[src/rtl/large_adder_arb_pkg.sv]
// Shared types and constants for the large_adder arbiter.
// Optional feature macro used by this block: LARGE_ADDER_ARB_GRANT_CNT_EN.
package large_adder_arb_pkg;

    localparam int unsigned GRANT_CNT_W = 16;
    // Widest requester index (N_REQ up to 16).
    localparam int unsigned MAX_ID_W = 4;

    function automatic int unsigned calc_id_w(input int unsigned n_req);
        return (n_req <= 2) ? 1 : $clog2(n_req);
    endfunction

    // One stage of the adder-latency tag pipeline.
    typedef struct packed {
        logic                valid;
        logic [MAX_ID_W-1:0] id;
    } tag_t;

endpackage

[src/rtl/large_adder_arb_rsp_fifo.sv]
// Synchronous response FIFO of {id, data} with occupancy count.
// Head reads as zero while empty.
module large_adder_arb_rsp_fifo
    import large_adder_arb_pkg::*;
#(
    parameter int unsigned Width = 34,
    parameter int unsigned Depth = 4,
    localparam int unsigned CntW = $clog2(Depth + 1)
) (
    input  logic             clk,
    input  logic             rst,
    input  logic             push,
    input  logic [Width-1:0] push_data,
    input  logic             pop,
    output logic [Width-1:0] head,
    output logic             empty,
    output logic             full,
    output logic [CntW-1:0]  count
);
    localparam int unsigned PtrW = (Depth > 1) ? $clog2(Depth) : 1;

    logic [Width-1:0] mem [Depth];
    logic [PtrW-1:0]  wr_ptr_q, rd_ptr_q;
    logic [CntW-1:0]  count_q;
    logic             do_pop;

    assign empty  = (count_q == '0);
    assign full   = (32'(count_q) == Depth);
    assign count  = count_q;
    assign do_pop = pop && !empty;
    assign head   = empty ? '0 : mem[rd_ptr_q];

    // Storage array, written on push; no reset needed as empty masks the head.
    always_ff @(posedge clk) begin
        if (push) begin
            mem[wr_ptr_q] <= push_data;
        end
    end

    // Pointers and occupancy; depth is a power of two so pointers wrap naturally.
    always_ff @(posedge clk) begin
        if (rst) begin
            wr_ptr_q <= '0;
            rd_ptr_q <= '0;
            count_q  <= '0;
        end else begin
            if (push) begin
                wr_ptr_q <= wr_ptr_q + 1'b1;
            end
            if (do_pop) begin
                rd_ptr_q <= rd_ptr_q + 1'b1;
            end
            count_q <= count_q + CntW'(push) - CntW'(do_pop);
        end
    end

    // The upstream credit scheme must never push into a full FIFO.
    no_overflow_a: assert property (@(posedge clk) disable iff (rst) !(push && full));

endmodule

[src/rtl/large_adder_arbiter.sv]
// Round-robin arbiter sharing one large_adder between N_REQ requesters.
// Tracks requester ids through the adder latency and returns tagged results
// through a credit-protected response FIFO.
// Optional: define LARGE_ADDER_ARB_GRANT_CNT_EN for saturating per-requester grant counters.
module large_adder_arbiter
    import large_adder_arb_pkg::*;
#(
    parameter int unsigned WIDTH     = 32,
    parameter int unsigned N_REQ     = 4,
    parameter int unsigned ADD_LAT   = 1,
    parameter int unsigned RSP_DEPTH = 4,
    localparam int unsigned ID_W     = calc_id_w(N_REQ)
) (
    input  logic                     clk,
    input  logic                     rst,
    input  logic [N_REQ-1:0]         req_valid,
    input  logic [N_REQ*WIDTH-1:0]   req_data,
    output logic [N_REQ-1:0]         req_ready,
    output logic [WIDTH-1:0]         add_data_in,
    input  logic [WIDTH-1:0]         add_data_out,
    output logic                     rsp_valid,
    input  logic                     rsp_ready,
    output logic [ID_W-1:0]          rsp_id,
    output logic [WIDTH-1:0]         rsp_data
`ifdef LARGE_ADDER_ARB_GRANT_CNT_EN
    ,
    output logic [N_REQ*GRANT_CNT_W-1:0] grant_cnt
`endif
);
    localparam int unsigned CNT_W = $clog2(RSP_DEPTH + 1);

    logic [ID_W-1:0]       rr_ptr_q, rr_ptr_d;
    tag_t                  tag_q [ADD_LAT];
    logic                  grant_vld;
    logic [ID_W-1:0]       grant_id;
    logic [WIDTH-1:0]      req_word [N_REQ];
    int unsigned           inflight;
    logic                  issue_ok;
    logic [CNT_W-1:0]      fifo_count;
    logic                  fifo_empty, fifo_full;
    logic [ID_W+WIDTH-1:0] fifo_head;
    logic                  push, pop;

    // Credit check uses registered occupancy only: a same-cycle pop frees nothing yet.
    always_comb begin
        inflight = 0;
        for (int unsigned i = 0; i < ADD_LAT; i++) begin
            inflight = inflight + 32'(tag_q[i].valid);
        end
        issue_ok = !rst && ((32'(fifo_count) + inflight) < RSP_DEPTH);
    end

    // Round-robin pick: first valid requester at or after rr_ptr, wrapping.
    always_comb begin
        logic [ID_W-1:0] cand;
        grant_vld = 1'b0;
        grant_id  = '0;
        cand      = '0;
        if (issue_ok) begin
            for (int unsigned k = 0; k < N_REQ; k++) begin
                cand = ID_W'((32'(rr_ptr_q) + k) % N_REQ);
                if (!grant_vld && req_valid[cand]) begin
                    grant_vld = 1'b1;
                    grant_id  = cand;
                end
            end
        end
    end

    // Grant decode, operand mux to the adder and next round-robin pointer.
    always_comb begin
        req_ready = '0;
        for (int unsigned k = 0; k < N_REQ; k++) begin
            req_word[k] = req_data[k*WIDTH +: WIDTH];
        end
        add_data_in = '0;
        rr_ptr_d    = rr_ptr_q;
        if (grant_vld) begin
            req_ready[grant_id] = 1'b1;
            add_data_in         = req_word[grant_id];
            rr_ptr_d            = (32'(grant_id) == N_REQ - 1) ? '0 : grant_id + 1'b1;
        end
    end

    // Round-robin pointer and tag pipeline mirroring the adder latency.
    always_ff @(posedge clk) begin
        if (rst) begin
            rr_ptr_q <= '0;
            for (int unsigned i = 0; i < ADD_LAT; i++) begin
                tag_q[i] <= '0;
            end
        end else begin
            rr_ptr_q       <= rr_ptr_d;
            tag_q[0].valid <= grant_vld;
            tag_q[0].id    <= MAX_ID_W'(grant_id);
            for (int unsigned i = 1; i < ADD_LAT; i++) begin
                tag_q[i] <= tag_q[i-1];
            end
        end
    end

    assign push      = tag_q[ADD_LAT-1].valid;
    assign rsp_valid = !fifo_empty;
    assign pop       = rsp_valid && rsp_ready;
    assign rsp_id    = fifo_head[WIDTH +: ID_W];
    assign rsp_data  = fifo_head[WIDTH-1:0];

    large_adder_arb_rsp_fifo #(
        .Width (ID_W + WIDTH),
        .Depth (RSP_DEPTH)
    ) u_rsp_fifo (
        .clk       (clk),
        .rst       (rst),
        .push      (push),
        .push_data ({tag_q[ADD_LAT-1].id[ID_W-1:0], add_data_out}),
        .pop       (pop),
        .head      (fifo_head),
        .empty     (fifo_empty),
        .full      (fifo_full),
        .count     (fifo_count)
    );

`ifdef LARGE_ADDER_ARB_GRANT_CNT_EN
    logic [GRANT_CNT_W-1:0] grant_cnt_q [N_REQ];

    // Per-requester grant counters, saturating at all-ones.
    always_ff @(posedge clk) begin
        if (rst) begin
            for (int unsigned k = 0; k < N_REQ; k++) begin
                grant_cnt_q[k] <= '0;
            end
        end else if (grant_vld && (grant_cnt_q[grant_id] != '1)) begin
            grant_cnt_q[grant_id] <= grant_cnt_q[grant_id] + 1'b1;
        end
    end

    // Flatten counters onto the export bus.
    always_comb begin
        grant_cnt = '0;
        for (int unsigned k = 0; k < N_REQ; k++) begin
            grant_cnt[k*GRANT_CNT_W +: GRANT_CNT_W] = grant_cnt_q[k];
        end
    end
`endif

endmodule

[config.mk]
export PLATFORM = sky130hd
export DESIGN_NAME = large_adder_arbiter
export DESIGN_NICKNAME = d
export VERILOG_FILES = /design/src/rtl/large_adder_arb_pkg.sv /design/src/rtl/large_adder_arb_rsp_fifo.sv /design/src/rtl/large_adder_arbiter.sv
export SDC_FILE = /design/constraint.sdc
export NUM_CORES = 1
export LEC_CHECK = 0
export CORE_MARGIN = 5
export CORE_UTILIZATION = 46
export DETAILED_ROUTE_END_ITERATION = 8
export PLACE_DENSITY = 0.88
export SLEW_MARGIN = 10
export SYNTH_ARGS = -nofsm -noshare
export SYNTH_HDL_FRONTEND = slang
export SYNTH_SLANG_ARGS = --single-unit
[constraint.sdc]
create_clock -name clk -period 4.3 [get_ports clk]
set_input_delay 1.29 -clock clk [delete_from_list [all_inputs] [get_ports clk]]
set_output_delay 1.29 -clock clk [all_outputs]
set_load 0.02 [all_outputs]
==> summary.txt, run 1 <==
Clk Tree Root Cell = clkbuf_16
Setup TNS Final = 0 ns
Worst VDD drop = 0.000267 V
DR iter-0 viols = 187
Core Footprint = 0.0146 sq mm
Placed Area = 0.00956 sq mm
Gr ovfl total = 0
Setup Crit Path Kind = primary input to output pin
Avg Inst Size Synth = 16.7 sq um
RR Endpoint = u_rsp_fifo.count[2]$_SDFF_PP0_
Syn Inst Count = 414
Leakage power = 3.83 nW
Vias in the first global route = 5285
Final Instance Area = 0.0103 sq mm
Layout area overhead = 48.8%
Drt pass-1 iters = 4
Cell area after synthesis = 0.00693 sq mm
Vias = 4722
Clk slew on worst S/H paths = 0.06 ns
Pre-CTS WS = -0.648 ns
Initial antenna violation count = 3
First-pass GRT wire length = 30800 um
Dominant synthesized flop cell = edfxtp_1
Post-synth EDFFs = 136
Post-route clock skew = 0.00552 ns
Die ar. = 0.0176 sq mm
Total number of yosys warnings = 0
Antenna viol nets, final = 0
CP max-delay cell = or3_4
Routed WL = 20400 um
CP peak stage delay = 0.34 ns
Clock Latency Late Sink = 0.41 ns
Sequential element share of the synthesized area = 0.630
CP max FO = 8
WP buf/inv = 5
Initial core utilization = 0.473
Worst Hold Launch = tag_q[0][1]$_SDFF_PP0_
Synth cell types = 36
DRC = 0
Min Tclk post-route = 4.23 ns
Layout cells sized above 1 = 0.232
Fin. Hold Viols = 0
Max H-tree Level = 4
Startpoint type of the worst setup path = primary input
Max-cap violations = 0
Final Power = 5.70 mW
Tightest Pin Transition = 1.09 ns
Slew HR = 0.276
Most instantiated cells after synthesis = edfxtp_1, mux2i_1, and2_1, mux4_2, o22ai_1
Power Dens Cells = 553 mW/mm^2
Vias/cell = 5.41
Reg2Reg Depth = 9
Crit share post-route = 0.983
Crit end category = output pin
Worst hold path depth = 0
Final Wtd Congestion = 0.978
Hold Path End = u_rsp_fifo.mem[3][33]$_DFFE_PP_
Final #Nets = 852
Synthesized flop and latch total = 150
Clock tree sinks = 150
Most numerous cell in the Yosys netlist = edfxtp_1
CTS tree = done
R2R Setup Slk = 1.47 ns
Row cnt = 44
Drt wl/cell = 23.3 um
CP top delay family = buffers and inverters
Asr flop ratio synth = 0
Cell taking the most area after synthesis = edfxtp_1
HP Class = register to register
Hpwl dp = 14300 um
Synthesized net count = 593
Critical Path AT = 2.94 ns
Setup Viol. Count Final = 0
Max Root-Sink Buffers = 2
Worst r2r src = u_rsp_fifo.count[2]$_SDFF_PP0_
Largest net degree at the start of global routing = 37
GR Util All Layers = 0.232
Status = complete, no violations
Die height = 133 um
RSZ-0062 raised after global routing = no
Synth top area share = 0.590
Crit path required time = 3.01 ns
Final worst setup slack = 0.0721 ns
I/O Pins = 238
Port buffer count = 237
Die X = 133 um
Fin. max-slew vios = 0
Cell Chain, Critical Path = dlygate4sd2_1 -> or3_4 -> o211ai_4 -> buf_6 -> buf_12 -> buf_12 -> mux2i_2 -> o22ai_2 -> buf_6
Top post-synthesis cells by area = edfxtp_1, mux4_2, mux2i_1
CTS Buf Count = 17
Fmax = 237 MHz
-- routing by layer --
metal | vias to the layer above | part of all wire | track usage
met5 | - | 0.00064 | 0
met4 | 2 | 0.016 | 0.0618
met3 | 24 | 0.065 | 0.0611
met2 | 225 | 0.55 | 0.439
met1 | 2327 | 0.37 | 0.258
li1 | 2144 | - | -
-- registers in the layout (all words and copies together) (netlist names), named ones only --
register / flops
tag_q: 3
u_rsp_fifo.rd_ptr_q: 2
rr_ptr_q: 2
u_rsp_fifo.wr_ptr_q: 2
u_rsp_fifo.mem: 136
u_rsp_fifo.count: 3
-- stage by stage --
step,cells,hold WS [ns],utilization
after floorplan,414,0.438,-
after global placement,828,0.458,0.653
after detailed placement,828,0.467,0.653
after CTS,870,0.481,0.704
after global routing,873,0.502,0.704
final,873,0.477,0.704
-- final cells by class --
cell class,instances,area (sq um)
diodes,3,7.51
multi-input cells,225,2380
clock inverters,13,180
well taps,184,230
repair buffers,268,2660
flip-flops and latches,150,4370
clock buffers,19,433
fillers,964,4340
inverters,11,41.3
-- cells by family (layout without fill, tap and decap cells) --
family,count (synthesis),after routing,share of synthesized area
AND/OR/NAND/NOR,69,69,0.0591
AO/OA/AOI/OAI,40,40,0.0401
flip-flops,150,150,0.630
multiplexers,100,100,0.206
XOR/XNOR,4,4,0.00506
buffers and inverters,39,311,0.0370
other,0,3,0
adder cells (fa/ha/maj),12,12,0.0228
-- worst max path at each step --
stage | start | to | cells after the start
CTS | req_valid[0] | add_data_in[5] | 8
detailed placement | req_valid[1] | req_ready[2] | 10
global placement | req_valid[1] | add_data_in[23] | 8
global route | req_valid[3] | add_data_in[18] | 9
floorplan | req_valid[0] | req_ready[0] | 8
finish | req_valid[3] | add_data_in[23] | 9
-- cells in the final DEF, fill, tap and decap left out, drive strengths merged, types with 3 or more instances in the layout --
| cell | synthesis | final |
|---|---|---|
| mux4 | 34 | 34 |
| bufinv | 0 | 4 |
| nor2 | 12 | 12 |
| clkinvlp | 0 | 3 |
| nor3 | 3 | 3 |
| clkdlybuf4s50 | 0 | 196 |
| nor2b | 3 | 3 |
| clkinv | 0 | 5 |
| inv | 11 | 12 |
| o22ai | 32 | 32 |
| ha | 11 | 11 |
| edfxtp | 136 | 136 |
| dfxtp | 14 | 14 |
| xnor2 | 3 | 3 |
| clkdlybuf4s15 | 0 | 7 |
| buf | 20 | 60 |
| and2 | 43 | 43 |
| mux2i | 66 | 66 |
| clkbuf | 8 | 22 |
| diode | 0 | 3 |
-- repair_timing --
action | CTS | global route
setup endpoints to repair | 36 | 33
gates cloned | 3 | 0
gates resized for setup | 160 | 17
pin swaps | 4 | 5
hold buffers | 0 | 0
endpoints found under the hold margin | 0 | 0
buffers inserted | 8 | 0
-- power by group --
group / total [mW] / internal, mW / leakage [nW] / switching, mW
Sequential: 1.88 / 1.78 / 1.36 / 0.100
Clock: 1.51 / 0.968 / 0.293 / 0.543
Combinational: 2.31 / 1.20 / 2.17 / 1.11
Total: 5.70 / 3.94 / 3.83 / 1.75
(Power assumes the default switching activity.)
==> run 2: changes to the inputs <==
--- a/config.mk
+++ b/config.mk
@@ -5,7 +5,7 @@
 export SDC_FILE = /design/constraint.sdc
 export NUM_CORES = 1
 export LEC_CHECK = 0
-export CORE_MARGIN = 5
+export CORE_MARGIN = 3
 export CORE_UTILIZATION = 46
 export DETAILED_ROUTE_END_ITERATION = 8
 export PLACE_DENSITY = 0.88
==> summary.txt, run 2 (same netlist as run 1, synthesis figures left out) <==
Drt pass-1 iters = 5
Largest reg by FF count = u_rsp_fifo.mem
Crit path required time = 3.01 ns
Max-cap violations = 0
Clk Tree Root Cell = clkbuf_16
Final non-filler cell total = 880
DRC = 0
Met1 Usage GRT = 0.272
CTS Buf Count = 17
Routed WL = 20400 um
Port buffer count = 237
Core Footprint = 0.0146 sq mm
Fmax = 233 MHz
Gr ovfl total = 0
Startpoint type of the worst setup path = primary input
Hold-fix buffers at CTS = 0
Commonest cells after routing, fill and taps aside = clkdlybuf4s50_1, edfxtp_1, mux2i_1, and2_1, mux4_2
Crit end category = output pin
GR Util All Layers = 0.244
Largest register FFs = 136
Largest net degree at the start of global routing = 37
HP Class = register to register
Setup Crit Path Kind = primary input to output pin
Crit share post-route = 0.998
Power Dens Cells = 547 mW/mm^2
Fin. max-slew vios = 0
Vias/cell = 5.46
Hold Path End = u_rsp_fifo.mem[0][33]$_DFFE_PP_
Row cnt = 44
Tightest Pin Transition = 1.09 ns
Hpwl dp = 14800 um
Status = complete, no violations
Pre-CTS WS = -0.621 ns
Final #Nets = 853
First-pass GRT wire length = 29500 um
CTS tree = done
I/O Pins = 238
RSZ-0062 raised after global routing = yes
Most used routing layer = met2
Filler cells = 951
Worst Hold Launch = tag_q[0][1]$_SDFF_PP0_
Clk slew on worst S/H paths = 0.06 ns
Final Power = 5.62 mW
R2R Setup Slk = 1.47 ns
DR iter-0 viols = 263
Antenna viol nets, final = 0
Grt met3 use = 0.0552
RR Endpoint = u_rsp_fifo.count[2]$_SDFF_PP0_
Worst hold slack = 0.492 ns
Commonest non-fill, non-tap cell in the layout = clkdlybuf4s50_1
Max H-tree Level = 4
Final worst setup slack = 0.00762 ns
Placed cells = 829
Worst r2r src = u_rsp_fifo.count[1]$_SDFF_PP0_
Min Tclk post-route = 4.29 ns
Fin. Hold Viols = 0
Placed Area = 0.00954 sq mm
Critical Path AT = 3.00 ns
Slew HR = 0.273
Vias = 4805
Layout area overhead = 48.4%
Reg2Reg Depth = 9
Met2 global-route usage = 0.429
Initial antenna violation count = 9
Max Root-Sink Buffers = 2
Final Wtd Congestion = 0.932
Leakage power = 3.79 nW
Vias in the first global route = 5215
Layout cells sized above 1 = 0.226
Initial core utilization = 0.473
Post-route clock skew = 0.00841 ns
Drt wl/cell = 23.2 um
CP max FO = 32
Worst hold path depth = 0
Die ar. = 0.0166 sq mm
Clock Latency Late Sink = 0.41 ns
Die X = 129 um
Clock tree sinks = 150
Final Instance Area = 0.0103 sq mm
Setup Viol. Count Final = 0
Worst VDD drop = 0.000260 V
Die height = 129 um
run 2: cell types whose count changed in the layout (fill, tap and decap cells not counted), sizes merged:
cell,change
clkinvlp,+2
clkdlybuf4s15,-4
clkinv,-1
o211ai,+1
diode,+6
bufinv,-1
buf,+4
run 2: critical path, cell delays in order:
cell             delay, ns
dlygate4sd2_1         0.28
buf_4                 0.15
nor4_2                0.38
buf_4                 0.20
nor2_4                0.03
nand2_1               0.11
buf_12                0.20
o22ai_1               0.09
clkdlybuf4s15_2       0.26
run 2: power by group:
part	internal (mW)	total, mW	leakage (nW)	switching [mW]
sequential	1.78	1.88	1.36	0.101
combinational	1.18	2.29	2.17	1.11
clock	0.907	1.45	0.268	0.547
total	3.87	5.62	3.79	1.75
run 2: routing by layer:
metal,share of wire,wire (um)
met1,0.35,7190
met2,0.55,11300
met3,0.058,1180
met4,0.037,744
met5,0,0
run 2: how the worst max path moves through the flow:
stage	startpoint	end	slack, ns	depth (start not counted)
floorplan	req_valid[0]	req_ready[0]	0.34	8
global placement	req_valid[0]	add_data_in[5]	-0.55	8
detailed placement	req_valid[1]	add_data_in[18]	-0.62	8
CTS	req_valid[0]	add_data_in[30]	-0.04	9
global route	req_valid[0]	add_data_in[9]	-0.07	10
finish	req_valid[0]	add_data_in[11]	0.008	9
run 2: area by class of cell:
type	count	area, sq um	area share
Antenna cell	9	22.5	0.00219
Inverter	11	41.3	0.00402
Multi-Input combinational cell	226	2440	0.237
Clock buffer	19	433	0.0421
Tap cell	184	230	0.0224
Timing Repair Buffer	268	2600	0.252
Sequential cell	150	4370	0.425
Clock inverter	13	156	0.0152
run 2: metrics by stage:
stage / utilization / setup TNS (ns)
final: 0.702 / 0
after global routing: 0.702 / -0.282
after CTS: 0.697 / -0.0695
after detailed placement: 0.651 / -19.45
after global placement: 0.651 / -17.82
after floorplan: - / 0
run 2: what timing repair did:
action | 4_1_cts | 5_1_grt
gates resized for setup | 161 | 14
hold endpoints to repair | 0 | 0
buffers inserted | 5 | 1
pin swaps | 5 | 5
endpoints found under the setup margin | 36 | 30
cloned | 3 | 1
==> run 3: changes to the inputs <==
--- a/config.mk
+++ b/config.mk
@@ -7,8 +7,10 @@
 export LEC_CHECK = 0
 export CORE_MARGIN = 3
 export CORE_UTILIZATION = 46
+export CTS_CLUSTER_DIAMETER = 40
 export DETAILED_ROUTE_END_ITERATION = 8
 export PLACE_DENSITY = 0.88
+export REMOVE_ABC_BUFFERS = 1
 export SLEW_MARGIN = 10
 export SYNTH_ARGS = -nofsm -noshare
 export SYNTH_HDL_FRONTEND = slang
==> summary.txt, run 3 (same netlist as run 1, synthesis figures left out) <==
R2R Setup Slk = 1.50 ns
Final Power = 5.72 mW
Hpwl dp = 13500 um
Seq pwr share = 0.325
Crit share post-route = 0.989
Filler cells = 944
Core Footprint = 0.0146 sq mm
Layout area overhead = 48.8%
Largest net degree at the start of global routing = 37
Port buffer count = 237
Commonest non-fill, non-tap cell in the layout = clkdlybuf4s50_1
DR iter-0 viols = 326
Worst VDD drop = 0.000322 V
Die ar. = 0.0166 sq mm
Largest reg by FF count = u_rsp_fifo.mem
Commonest cells after routing, fill and taps aside = clkdlybuf4s50_1, edfxtp_1, mux2i_1, and2_1
Clock tree sinks = 150
Sw frac = 0.301
Psw = 1.72 mW
Post-route clock skew = 0.0109 ns
Fin. Hold Viols = 0
Final Instance Area = 0.0103 sq mm
Reg2Reg Depth = 9
Status = complete, no violations
Comb pwr share = 0.402
Worst hold slack = 0.491 ns
Worst Hold Launch = tag_q[0][1]$_SDFF_PP0_
Startpoint type of the worst setup path = primary input
Max H-tree Level = 4
Tightest Pin Transition = 1.08 ns
CTS Buf Count = 17
Crit path required time = 3.01 ns
Hold Path End = u_rsp_fifo.mem[2][33]$_DFFE_PP_
Initial antenna violation count = 5
Fmax = 235 MHz
Worst r2r src = u_rsp_fifo.count[2]$_SDFF_PP0_
DRC = 0
Cell Chain, Critical Path = clkdlybuf4s15_2 -> or3_4 -> o211ai_4 -> buf_12 -> buf_12 -> buf_4 -> mux2i_2 -> o22ai_1 -> buf_4
Largest register FFs = 136
Vias in the first global route = 5125
Placed Area = 0.00966 sq mm
Layout cells sized above 1 = 0.244
Slew HR = 0.280
Drt wl/cell = 21.6 um
Power Dens Cells = 555 mW/mm^2
Final Core Density = 0.704
Row cnt = 44
Hold-fix buffers at CTS = 0
GR Util All Layers = 0.232
CP peak stage delay = 0.39 ns
Critical Path AT = 2.96 ns
Leakage power = 3.85 nW
CTS tree = done
Vias = 4735
Final #Nets = 861
Crit path from = req_valid[1]
RR Endpoint = u_rsp_fifo.count[2]$_SDFF_PP0_
RSZ-0062 raised after global routing = no
Clk pwr share = 0.273
Crit end category = output pin
Routed WL = 19000 um
Max Root-Sink Buffers = 2
Sequential cell area = 0.00437 sq mm
Max-cap violations = 0
Die height = 129 um
HP Class = register to register
Drt pass-1 iters = 5
Setup Crit Path Kind = primary input to output pin
Clk Tree Root Cell = clkbuf_16
I/O Pins = 238
Clock Latency Late Sink = 0.41 ns
Die X = 129 um
Clk slew on worst S/H paths = 0.06 ns
Vias/cell = 5.36
Internal = 4.00 mW
Antenna viol nets, final = 0
Initial core utilization = 0.473
Gr ovfl total = 0
CP max-delay cell = or3_4
Worst hold path depth = 0
Placed cells = 842
Setup Viol. Count Final = 0
CP max FO = 7
Final non-filler cell total = 883
Multi-input gate area = 0.00239 sq mm
First-pass GRT wire length = 28800 um
Min Tclk post-route = 4.25 ns
Fin. max-slew vios = 0
Final Wtd Congestion = 0.928
-- run 3: changes by cell type in the layout (fill, tap and decap cells not counted), moves of 3 or more --
cell	change
buf_4	+11
diode_2	-4
buf_2	+3
clkinv_1	-3
-- run 3: power groups by stage --
stage / combinational, mW / clock [mW] / sequential [mW]
2_1_floorplan: 1.22 / 0 / 1.92
3_3_place_gp: 2.25 / 0 / 1.87
3_5_place_dp: 2.30 / 0 / 1.89
4_1_cts: 2.32 / 1.59 / 1.86
5_1_grt: 2.46 / 1.65 / 1.88
6_report: 2.30 / 1.56 / 1.86
-- run 3: cell type report --
class | instances | share of cell area
Multi-Input combinational cell | 225 | 0.232
Antenna cell | 5 | 0.00121
Sequential cell | 150 | 0.424
Inverter | 11 | 0.00401
Timing Repair Buffer | 277 | 0.255
Clock inverter | 12 | 0.0197
Tap cell | 184 | 0.0223
Clock buffer | 19 | 0.0420
-- run 3: critical path, delay by kind of cell --
family	cells	cell delay (ns)
AO/OA/AOI/OAI	2	0.19
buffers and inverters	5	0.84
AND/OR/NAND/NOR	1	0.39
multiplexers	1	0.24
-- run 3: layer usage --
layer  part of all wire  global-route usage
met5                  0                   0
met4              0.018              0.0791
met3              0.063              0.0598
met2               0.56               0.428
met1               0.36               0.259
-- run 3: through the flow --
stage / setup TNS (ns) / setup slack (ns)
after floorplan: -59.10 / -1.78
after global placement: -19.14 / -0.570
after detailed placement: -21.08 / -0.623
after CTS: 0 / 0.00271
after global routing: 0 / 0.00404
final: 0 / 0.0466
-- run 3: worst max path at each step --
stage	endpoint	cells past startpoint	slack, ns
floorplan	req_ready[1]	6	-1.78
global placement	add_data_in[30]	8	-0.57
detailed placement	add_data_in[30]	8	-0.62
CTS	req_ready[0]	9	0.003
global route	add_data_in[17]	9	0.004
finish	add_data_in[9]	9	0.05
-- run 3: what timing repair did --
item | in CTS | in global routing
resized for setup | 166 | 15
gates cloned | 3 | 0
pin swaps | 2 | 6
buffers inserted | 2 | 0
setup endpoints to repair | 36 | 26
